## config.mk

```make
export PLATFORM = sky130hd
export DESIGN_NAME = usb_wr_arbiter
export DESIGN_NICKNAME = d
export VERILOG_FILES = /design/src/rtl/usb_wr_arb_pkg.sv /design/src/rtl/usb_wr_arbiter_flag_sync.sv /design/src/rtl/usb_wr_arbiter.sv
export SDC_FILE = /design/constraint.sdc
export NUM_CORES = 1
export LEC_CHECK = 0
export CAP_MARGIN = 20
export CORE_UTILIZATION = 47
export CTS_CLUSTER_DIAMETER = 80
export DETAILED_ROUTE_END_ITERATION = 10
export MAX_ROUTING_LAYER = met4
export PLACE_DENSITY_LB_ADDON = 0.3
export SKIP_CTS_REPAIR_TIMING = 1
export SYNTH_ARGS = -nofsm -noshare
export SYNTH_HDL_FRONTEND = slang
export SYNTH_SLANG_ARGS = --single-unit
```

## constraint.sdc

```tcl
create_clock -name USB_CLK -period 2.5 [get_ports USB_CLK]
set_input_delay 0.375 -clock USB_CLK [delete_from_list [all_inputs] [get_ports USB_CLK]]
set_output_delay 0.375 -clock USB_CLK [all_outputs]
set_load 0.02 [all_outputs]
```

## src/rtl/usb_wr_arb_pkg.sv

```systemverilog
// Shared types and constants for the FX3 DMA0 write arbiter.
package usb_wr_arb_pkg;

    typedef enum logic [1:0] {
        IDLE  = 2'd0,
        XFER  = 2'd1,
        PAUSE = 2'd2,
        DONE  = 2'd3
    } state_t;

    // Owner codes double as the one-hot gnt encoding.
    localparam logic [1:0] OWN_NONE = 2'b00;
    localparam logic [1:0] OWN_VID  = 2'b01;
    localparam logic [1:0] OWN_PKT  = 2'b10;

    localparam int PAUSE_TIMEOUT_DEF = 6;

endpackage

```

## src/rtl/usb_wr_arbiter_flag_sync.sv

```systemverilog
// Two-flop synchronizer for raw FX3 DMA flags; shared with the read-side controller.
module flag_sync #(
    parameter int W = 2
) (
    input  logic         i_clk,
    input  logic         i_rst,
    input  logic [W-1:0] i_d,
    output logic [W-1:0] o_q
);

    logic [W-1:0] r_meta;
    logic [W-1:0] r_sync;

    always_ff @(posedge i_clk or posedge i_rst) begin
        if (i_rst) begin
            r_meta <= '0;
            r_sync <= '0;
        end else begin
            r_meta <= i_d;
            r_sync <= r_meta;
        end
    end

    assign o_q = r_sync;

endmodule

```

## src/rtl/usb_wr_arbiter.sv

```systemverilog
// Burst arbiter for the FX3 slave-FIFO write channel (video vs. packet source).
// Optional starvation guard for the packet source: define USB_WR_ARB_STARVE_EN.
//
//   state | meaning
//   IDLE  | wait for DMA0 ready, pick/resume an owner
//   XFER  | owner pops one word per cycle toward the pins
//   PAUSE | watermark hit, burst suspended (owner/remaining held)
//   DONE  | burst finished, release owner and lock
module usb_wr_arbiter
    import usb_wr_arb_pkg::*;
#(
    parameter int WORDS         = 1281,
    parameter int PAUSE_TIMEOUT = PAUSE_TIMEOUT_DEF,
    parameter int STARVE_LIMIT  = 4
) (
    input  logic        USB_CLK,
    input  logic        rst,
    input  logic        DMA0_Ready,
    input  logic        DMA0_Watermark,
    input  logic        req0,
    input  logic [15:0] req0_data,
    output logic        req0_rd,
    input  logic        req1,
    input  logic [7:0]  req1_len,
    input  logic [15:0] req1_data,
    output logic        req1_rd,
    output logic        WR,
    output logic        LastWRData,
    output logic        DQ_oe,
    output logic [15:0] DQ_out,
    output logic [1:0]  gnt,
    output logic        err_zero_len
);

    localparam int PCW = (PAUSE_TIMEOUT > 1) ? $clog2(PAUSE_TIMEOUT) : 1;

    state_t         r_state;
    state_t         w_next;
    logic [1:0]     r_owner;
    logic [1:0]     w_owner_nxt;
    logic [15:0]    r_rem;
    logic           r_lock;
    logic [PCW-1:0] r_pcnt;
    logic           r_zero_blk;
    logic           r_wr;
    logic           r_last;
    logic [15:0]    r_dq;
    logic           r_err;

    logic [1:0]     w_flags_s;
    logic           w_rdy_s;
    logic           w_wm_s;
    logic           w_rd_en;
    logic           w_rd0;
    logic           w_rd1;
    logic           w_last_word;
    logic           w_pkt_ok;
    logic           w_starve;
    logic           w_want_pkt;
    logic           w_load;
    logic [15:0]    w_load_val;
    logic           w_err;
    logic           w_lock_set;
    logic           w_lock_clr;

    flag_sync #(.W(2)) u_flag_sync (
        .i_clk (USB_CLK),
        .i_rst (rst),
        .i_d   ({DMA0_Watermark, DMA0_Ready}),
        .o_q   (w_flags_s)
    );

    assign w_rdy_s = w_flags_s[0];
    assign w_wm_s  = w_flags_s[1];

    // The final word still goes out when the watermark arrives with it.
    assign w_last_word = (r_rem == 16'd1);
    assign w_rd_en     = (r_state == XFER) && (!w_wm_s || w_last_word);
    assign w_rd0       = w_rd_en && (r_owner == OWN_VID);
    assign w_rd1       = w_rd_en && (r_owner == OWN_PKT);

    assign w_pkt_ok   = req1 && !r_zero_blk;
    assign w_want_pkt = w_pkt_ok && (w_starve || !req0);

`ifdef USB_WR_ARB_STARVE_EN
    localparam int SCW = $clog2(STARVE_LIMIT + 1);

    logic [SCW-1:0] r_starve;
    logic           w_vid_grant;
    logic           w_pkt_grant;

    assign w_vid_grant = (r_state == IDLE) && w_load && (w_owner_nxt == OWN_VID);
    assign w_pkt_grant = (r_state == IDLE) && w_load && (w_owner_nxt == OWN_PKT);
    assign w_starve    = (r_starve == SCW'(STARVE_LIMIT));

    always_ff @(posedge USB_CLK or posedge rst) begin
        if (rst) begin
            r_starve <= '0;
        end else if (w_pkt_grant) begin
            r_starve <= '0;
        end else if (w_vid_grant && w_pkt_ok && !w_starve) begin
            r_starve <= r_starve + SCW'(1);
        end
    end
`else
    // Strict video priority; the limit only matters for the guarded build.
    assign w_starve = (STARVE_LIMIT < 0);
`endif

    always_ff @(posedge USB_CLK or posedge rst) begin
        if (rst) begin
            r_state <= IDLE;
        end else begin
            r_state <= w_next;
        end
    end

    always_comb begin
        w_next      = r_state;
        w_owner_nxt = r_owner;
        w_load      = 1'b0;
        w_load_val  = 16'd0;
        w_err       = 1'b0;
        w_lock_set  = 1'b0;
        w_lock_clr  = 1'b0;
        case (r_state)
            IDLE: begin
                if (w_rdy_s) begin
                    if (r_lock) begin
                        w_next = XFER;
                    end else if (w_want_pkt) begin
                        if (req1_len == 8'd0) begin
                            w_err = 1'b1;
                        end else begin
                            w_next      = XFER;
                            w_owner_nxt = OWN_PKT;
                            w_load      = 1'b1;
                            w_load_val  = {8'h00, req1_len};
                        end
                    end else if (req0) begin
                        w_next      = XFER;
                        w_owner_nxt = OWN_VID;
                        w_load      = 1'b1;
                        w_load_val  = 16'(WORDS);
                    end
                end
            end
            XFER: begin
                if (w_rd_en && w_last_word) begin
                    w_next = DONE;
                end else if (w_wm_s) begin
                    w_next     = PAUSE;
                    w_lock_set = 1'b1;
                end
            end
            PAUSE: begin
                if (!w_rdy_s || (r_pcnt == PCW'(PAUSE_TIMEOUT - 1))) begin
                    w_next = IDLE;
                end
            end
            DONE: begin
                w_next      = IDLE;
                w_owner_nxt = OWN_NONE;
                w_lock_clr  = 1'b1;
            end
            default: begin
                w_next = IDLE;
            end
        endcase
    end

    always_ff @(posedge USB_CLK or posedge rst) begin
        if (rst) begin
            r_owner    <= OWN_NONE;
            r_rem      <= 16'd0;
            r_lock     <= 1'b0;
            r_pcnt     <= '0;
            r_zero_blk <= 1'b0;
            r_wr       <= 1'b0;
            r_last     <= 1'b0;
            r_dq       <= 16'd0;
            r_err      <= 1'b0;
        end else begin
            r_owner <= w_owner_nxt;
            if (w_load) begin
                r_rem <= w_load_val;
            end else if (w_rd_en && (r_rem != 16'd0)) begin
                r_rem <= r_rem - 16'd1;
            end
            if (w_lock_clr) begin
                r_lock <= 1'b0;
            end else if (w_lock_set) begin
                r_lock <= 1'b1;
            end
            r_pcnt <= (r_state == PAUSE) ? r_pcnt + PCW'(1) : '0;
            // A zero-length request is reported once and ignored until req1 drops.
            if (!req1) begin
                r_zero_blk <= 1'b0;
            end else if (w_err) begin
                r_zero_blk <= 1'b1;
            end
            r_wr   <= w_rd_en;
            r_last <= w_rd1 && w_last_word;
            r_dq   <= w_rd0 ? req0_data : (w_rd1 ? req1_data : 16'd0);
            r_err  <= w_err;
        end
    end

    assign req0_rd      = w_rd0;
    assign req1_rd      = w_rd1;
    assign WR           = r_wr;
    assign DQ_oe        = r_wr;
    assign LastWRData   = r_last;
    assign DQ_out       = r_dq;
    assign gnt          = r_owner;
    assign err_zero_len = r_err;

endmodule

```

==> results of run 1 <==
## cell usage after synthesis (2+ instances only)
| cell | number |
|---|---|
| or3_1 | 6 |
| nand2b_1 | 5 |
| o41ai_1 | 2 |
| a31oi_1 | 4 |
| nor4b_1 | 5 |
| inv_1 | 5 |
| nor4_1 | 2 |
| o21a_1 | 2 |
| nand3_1 | 5 |
| o211ai_1 | 3 |
| nor2b_1 | 4 |
| nand4_1 | 2 |
| nand2_1 | 7 |
| o31ai_1 | 6 |
| a22o_1 | 16 |
| clkbuf_1 | 5 |
| or4_1 | 8 |
| nor3_1 | 2 |
| dfrtp_1 | 48 |
| xor2_1 | 2 |
| o21ai_0 | 6 |
| nor2_1 | 7 |
| nor4b_4 | 2 |
| a21oi_1 | 21 |
| mux2_2 | 2 |
| ha_1 | 5 |
| buf_6 | 5 |
## placed cells by master, fill, tap and decap left out, types with 2 or more instances in the layout
cell and n:
nor2_1 7, nand2_1 7, or4_1 8, nor4b_1 5, or3_1 6, nand3_1 5, a21oi_1 21, nor4_1 2
o211ai_1 3, a31oi_1 4, xor2_1 2, o21a_1 2, o41ai_1 2, clkbuf_8 5, nand2b_1 5, buf_4 28
ha_1 5, inv_1 4, a22o_1 16, o21ai_0 6, mux2_2 2, o31ai_1 6, dfrtp_1 48, nand4_1 2
nor2b_1 4, clkdlybuf4s50_1 67, clkbuf_2 2, nor4b_4 2, nor3_1 2, bufinv_16 3
## worst max-delay path by stage
stage                          from       to  slack (ns)  depth (start not counted)
3_5_place_dp   r_rem[1]$_DFFE_PP0P_  req0_rd       -0.01                          7
2_1_floorplan  r_rem[4]$_DFFE_PP0P_  req1_rd        0.21                          7
3_3_place_gp   r_rem[1]$_DFFE_PP0P_  req1_rd       0.002                          7
4_1_cts        r_rem[1]$_DFFE_PP0P_  req0_rd       -0.37                          7
6_report       r_rem[1]$_DFFE_PP0P_  req1_rd        0.08                          7
5_1_grt        r_rem[1]$_DFFE_PP0P_  req1_rd      0.0005                          7
## critical path, stage by stage, from the launching register on
cell and delay [ns]:
dfrtp_1 0.38, inv_1 0.08, ha_1 0.15, nor4b_1 0.25
and4_2 0.32, nor2_4 0.07, nor4b_4 0.28, clkbuf_2 0.22
## metrics by stage
stage	hold WS [ns]	TNS (ns)	cell area, um2	utilization	power [uW]
finish	0.3562	0	3402	0.7155	3183
global placement	0.3311	0	3248	0.6832	2366
global route	0.3629	0	3402	0.7155	3352
floorplan	0.3312	0	2336	-	1858
CTS	0.3585	-0.7401	3407	0.7166	3188
detailed placement	0.3371	-0.02753	3248	0.6832	2410
## final cells by class
type,count,area (um2)
clock buffer,5,68.82
clock inverter,3,90.09
fill,340,1353
inverter,5,18.77
multi-input combinational,141,1028
sequential,48,1201
tap,67,83.83
timing repair buffer,98,910.9
## sequential cells by signal, summed over array words and instances, names as in the netlist
| register | flops |
|---|---|
| DQ_oe | 1 |
| DQ_out | 16 |
| LastWRData | 1 |
| err_zero_len | 1 |
| gnt | 2 |
| r_lock | 1 |
| r_pcnt | 3 |
| r_rem | 16 |
| r_state | 2 |
| r_zero_blk | 1 |
| u_flag_sync.o_q | 2 |
| u_flag_sync.r_meta | 2 |
## where the power goes
part	switching, uW	internal (uW)
clock	267	500
sequential	215	983
combinational	600	619
total	1080	2100
## metal layers
metal | wire length, um | global-route usage | vias to the layer above
li1 | - | - | 975
met1 | 2527 | 0.3076 | 968
met2 | 3050 | 0.4174 | 78
met3 | 340 | 0.05694 | 12
met4 | 114 | 0.08279 | 0
met5 | 0 | - | -
## cell families after synthesis
family | count (synthesis) | share of synthesized area
muxes | 3 | 0.01393
AOI/OAI and AO/OA | 67 | 0.1966
and+or+nand+nor | 63 | 0.1896
DFF | 48 | 0.5142
adders and majority gates | 5 | 0.02678
xor gates and xnor gates | 3 | 0.01125
buffers and inverters | 18 | 0.04767
==> results.yml, run 1 <==
outcome:
  outcome: "finished clean"
setup_path:
  critPathLaunchType: "flip-flop"
  r2r_cells: 8
  rrSetupSlack_ns: 0.17
  critical_path_class: "flip-flop to primary output"
  worstPathArrival_ns: 2.05
  critPathCaptureType: "primary output"
  rr_endpoint: "r_rem[14]$_DFFE_PP0P_"
  path_max_fanout: 3
  required_ns: 2.12
  timing.rr.start: "r_rem[1]$_DFFE_PP0P_"
clock_tree:
  cts.clk_slew.worst_paths_ns: 0.09
  root_buffer: "clkbuf_8"
  htree_levels: 2
  clkLatencyLatePin_ns: 0.30
  cts_buffer_depth: 2
  clock-sinks: 48
  numCtsBuffers: 5
  cts_tree: "done"
placement:
  place_congestion: 0.8117
  dpl.cell_count: 359
  dp_slack_ns: -0.01403
  hpwl_um: 4368
  io_buffers: 69
route:
  drtPass1Iterations: 4
  dr.first_iter.drc_count: 124
  drc_errors: 0
  vias: 2033
  avgRoutedWirePerCell_um: 16.44
  drtAntennaViolNets: 0
  routed_wirelength_um: 6033
  avgViaCountPerCell: 5.540
sta:
  tightest_slew_ns: 0.5431
  max_freq_mhz: 413.1
  slew_headroom: 0.6372
  hold_violations: 0
  post-route-period-util: 0.9682
  fin_ws_ns: 0.07954
  skew_ns: 0.007719
  period_needed_ns: 2.420
  slew_violations: 0
  finalSetupViolCount: 0
  rsz0062_at_grt: "false"
run:
  cap_viol_max_count: 0
floorplanning:
  die_area_mm2: 0.005256
  io-pin-count: 70
  row_count: 25
  core_mm2: 0.004755
  die_w_um: 72.50
  start_util: 0.4913
  die_height_um: 72.50
finish:
  finalNetCount: 350
  syn2layout_area_growth_pct: 45.63
  final_cell_count_no_fill: 367
  diodes: 0
  drive_gt1_frac: 0.1700
yosys:
  ys_ff_latch: 48
  syn_nets: 258
  yosysWarnings: 0
  yosysTopAreaCell: "dfrtp_1"
  syn_inst: 207
  synth.area.top_cells: "dfrtp_1 (51%), a22o_1 (6.0%), a21oi_1 (4.5%)"
  synth_top_area_share: 0.5142
  syn_area_mm2: 0.002336
  yosysSeqAreaShare: 0.5142
  synthFlopType: "dfrtp_1"
  yosysUniqueCellTypes: 47
  synthArstFlopShare: 1.000
  synth_edf_count: 0
  avgSynthCellArea_um2: 11.28
global_routing:
  grt_usage: 0.2527
  grt_overflow: 0
  grt_max_degree: 49
  antenna_found_initial: 0
  grt_first_pass_wirelength_um: 9591
  grt_pass1_vias: 2013
min_path:
  min_to: "u_flag_sync.o_q[1]$_DFF_PP0_"
  hp-class: "flip-flop to flip-flop"
  min-delay-start: "u_flag_sync.r_meta[1]$_DFF_PP0_"
  whs_path_depth: 0
power_and_ir_drop:
  vdd.ir_drop.worst_mv: 0.5443
  power.leakage_uw: 0.001426
  p_per_area_mw_per_mm2: 935.7
(Power assumes the default switching activity.)
==> run 2: changes to the inputs <==
--- a/config.mk
+++ b/config.mk
@@ -6,7 +6,7 @@
 export NUM_CORES = 1
 export LEC_CHECK = 0
 export CAP_MARGIN = 20
-export CORE_UTILIZATION = 47
+export CORE_UTILIZATION = 35
 export CTS_CLUSTER_DIAMETER = 80
 export DETAILED_ROUTE_END_ITERATION = 10
 export MAX_ROUTING_LAYER = met4
@@ -14,4 +14,6 @@
 export SKIP_CTS_REPAIR_TIMING = 1
 export SYNTH_ARGS = -nofsm -noshare
 export SYNTH_HDL_FRONTEND = slang
+export SYNTH_HIERARCHICAL = 1
 export SYNTH_SLANG_ARGS = --single-unit
+export TNS_END_PERCENT = 100
==> results.yml, run 2 <==
finish:
  drive_gt1_frac: 0.1557
  diodes: 0
  syn2layout_area_growth_pct: 44.77
  finalNetCount: 340
  layout_common_cells: "clkdlybuf4s50_1 (67), dfrtp_1 (48), buf_4 (26)"
  fin_util: 0.5367
  layout_commonest_cell: "clkdlybuf4s50_1"
outcome:
  violations: "setup timing"
  outcome: "finished, violations left"
sta:
  fin_ws_ns: -0.09035
  rsz0062_at_grt: "true"
  period_needed_ns: 2.590
  skew_ns: 0.004684
  slew_headroom: 0.6364
  hold_violations: 0
  slew_violations: 0
  finalSetupViolCount: 2
  max_freq_mhz: 386.0
  post-route-period-util: 1.036
  tightest_slew_ns: 0.5453
setup_path:
  cpPeakStageDelay_ns: 0.55
  critPathBufInv: 1
  path_max_fanout: 3
  critPathLaunchType: "flip-flop"
  critical_path_class: "flip-flop to primary output"
  rr_endpoint: "r_rem[10]$_DFFE_PP0P_"
  timing.rr.start: "r_rem[10]$_DFFE_PP0P_"
  worstPathArrival_ns: 2.22
  worstPathCellList: "or4_4 -> nor4_4 -> a31oi_2 -> or2_4 -> nor3b_4 -> buf_6"
  rrSetupSlack_ns: 0.20
  cpLargestDelayFamily: "simple AND/OR/NAND/NOR gates"
  critPathCaptureType: "primary output"
  slowest_stage: "or4_4"
  r2r_cells: 8
  required_ns: 2.12
min_path:
  hp-class: "input port to async pin"
clock_tree:
  numCtsBuffers: 5
  htree_levels: 2
  clock-sinks: 48
  clkLatencyLatePin_ns: 0.30
  cts_buffer_depth: 2
  cts.clk_slew.worst_paths_ns: 0.08
  root_buffer: "clkbuf_8"
  cts_tree: "done"
floorplanning:
  core_mm2: 0.006061
  die_area_mm2: 0.006745
  row_count: 28
  start_util: 0.3708
  die_w_um: 82.13
  io-pin-count: 70
  die_height_um: 82.13
placement:
  io_buffers: 69
  hpwl_um: 4109
  place_congestion: 0.7949
  dp_slack_ns: -0.3364
power_and_ir_drop:
  power_uw: 2851
  vdd.ir_drop.worst_mv: 0.4001
  p_per_area_mw_per_mm2: 876.3
  power.leakage_uw: 0.001399
yosys:
  synth_top_area_share: 0.5345
  yosysUniqueCellTypes: 48
  synthArstFlopShare: 1.000
  synth_edf_count: 0
  syn_inst: 197
  ys_ff_latch: 48
  syn_nets: 248
  syn_area_mm2: 0.002247
  yosysSeqAreaShare: 0.5345
  synth.area.top_cells: "dfrtp_1 (53%), a22o_1 (6.2%), xnor2_1 (3.5%)"
  avgSynthCellArea_um2: 11.41
  yosysWarnings: 6
  synthFlopType: "dfrtp_1"
  yosysTopAreaCell: "dfrtp_1"
  synth.most_common_cell: "dfrtp_1"
  yosys-top-cells-count: "dfrtp_1 (48), a22o_1 (16), nor2_1 (14)"
route:
  drc_errors: 0
  routed_wirelength_um: 5305
  vias: 1851
  avgViaCountPerCell: 5.085
  dr.first_iter.drc_count: 76
  drtPass1Iterations: 4
  avgRoutedWirePerCell_um: 14.57
  drtAntennaViolNets: 0
global_routing:
  grt_max_degree: 45
  grt_first_pass_wirelength_um: 8314
  grt_usage: 0.1716
  grt_overflow: 0
  antenna_found_initial: 0
  grt_pass1_vias: 1803
run:
  cap_viol_max_count: 0
[run 2: cell types whose count changed in the layout (fill, tap and decap cells not counted), moves of 4 or more]
cell	delta
a21oi_1	-12
o31ai_1	-5
or3_1	-4
o21ai_0	-4
nor2_1	+7
xnor2_1	+8
or4_1	-6
[run 2: metal layers]
layer / global-route usage / up-vias / part of all wire
met5: - / - / 0
met4: 0.06842 / 0 / 0.015
met3: 0.03956 / 4 / 0.059
met2: 0.2711 / 50 / 0.47
met1: 0.2126 / 896 / 0.45
li1: - / 901 / -
[run 2: through the flow]
stage                     area [um2]  instances  TNS [ns]  hold WS, ns
after floorplan                 2247        197   -0.2065       0.1411
final                           3253        364   -0.1805       0.2806
after global placement          3156        356   -0.6230       0.3314
after CTS                       3237        363    -1.318       0.2770
after detailed placement        3156        356   -0.6698       0.3457
after global routing            3253        364   -0.3883       0.3131
[run 2: report_power, final]
group          switching [uW]  total [uW]  internal (uW)
sequential                176        1150            974
combinational             594        1260            664
clock                     253         442            190
total                    1020        2850           1830
[run 2: final cells by class]
type,instances,area (um2)
timing repair buffer,95,888.4
clock inverter,2,12.51
sequential,48,1201
tap,75,93.84
inverter,7,26.28
fill,569,2808
clock buffer,5,68.82
multi-input combinational,132,962.2
[run 2: kinds of logic (layout without fill, tap and decap cells)]
| logic type | Yosys count | count (layout) | share of synthesized area |
|---|---|---|---|
| simple gates | 68 | 68 | 0.1954 |
| flops | 48 | 48 | 0.5345 |
| xor+xnor | 12 | 12 | 0.04677 |
| compound gates | 47 | 47 | 0.1554 |
| buf+inv | 17 | 109 | 0.04009 |
| fa+ha+maj | 5 | 5 | 0.02784 |
[run 2: worst max-delay path by stage]
stage / from / end / slack (ns) / cells after the start
2_1_floorplan: r_rem[10]$_DFFE_PP0P_ / req1_rd / -0.11 / 7
3_3_place_gp: r_rem[6]$_DFFE_PP0P_ / req1_rd / -0.31 / 6
3_5_place_dp: r_rem[6]$_DFFE_PP0P_ / req1_rd / -0.34 / 6
4_1_cts: r_rem[6]$_DFFE_PP0P_ / req1_rd / -0.66 / 6
5_1_grt: r_rem[10]$_DFFE_PP0P_ / req1_rd / -0.21 / 6
6_report: r_rem[10]$_DFFE_PP0P_ / req1_rd / -0.09 / 6
==> run 3: changes to the inputs <==
--- a/config.mk
+++ b/config.mk
@@ -8,7 +8,9 @@
 export CAP_MARGIN = 20
 export CORE_UTILIZATION = 35
 export CTS_CLUSTER_DIAMETER = 80
+export CTS_CLUSTER_SIZE = 30
 export DETAILED_ROUTE_END_ITERATION = 10
+export GPL_ROUTABILITY_DRIVEN = 0
 export MAX_ROUTING_LAYER = met4
 export PLACE_DENSITY_LB_ADDON = 0.3
 export SKIP_CTS_REPAIR_TIMING = 1
==> results of run 3 <==
The final DEF is identical to that of run 2; final timing and power are the same.
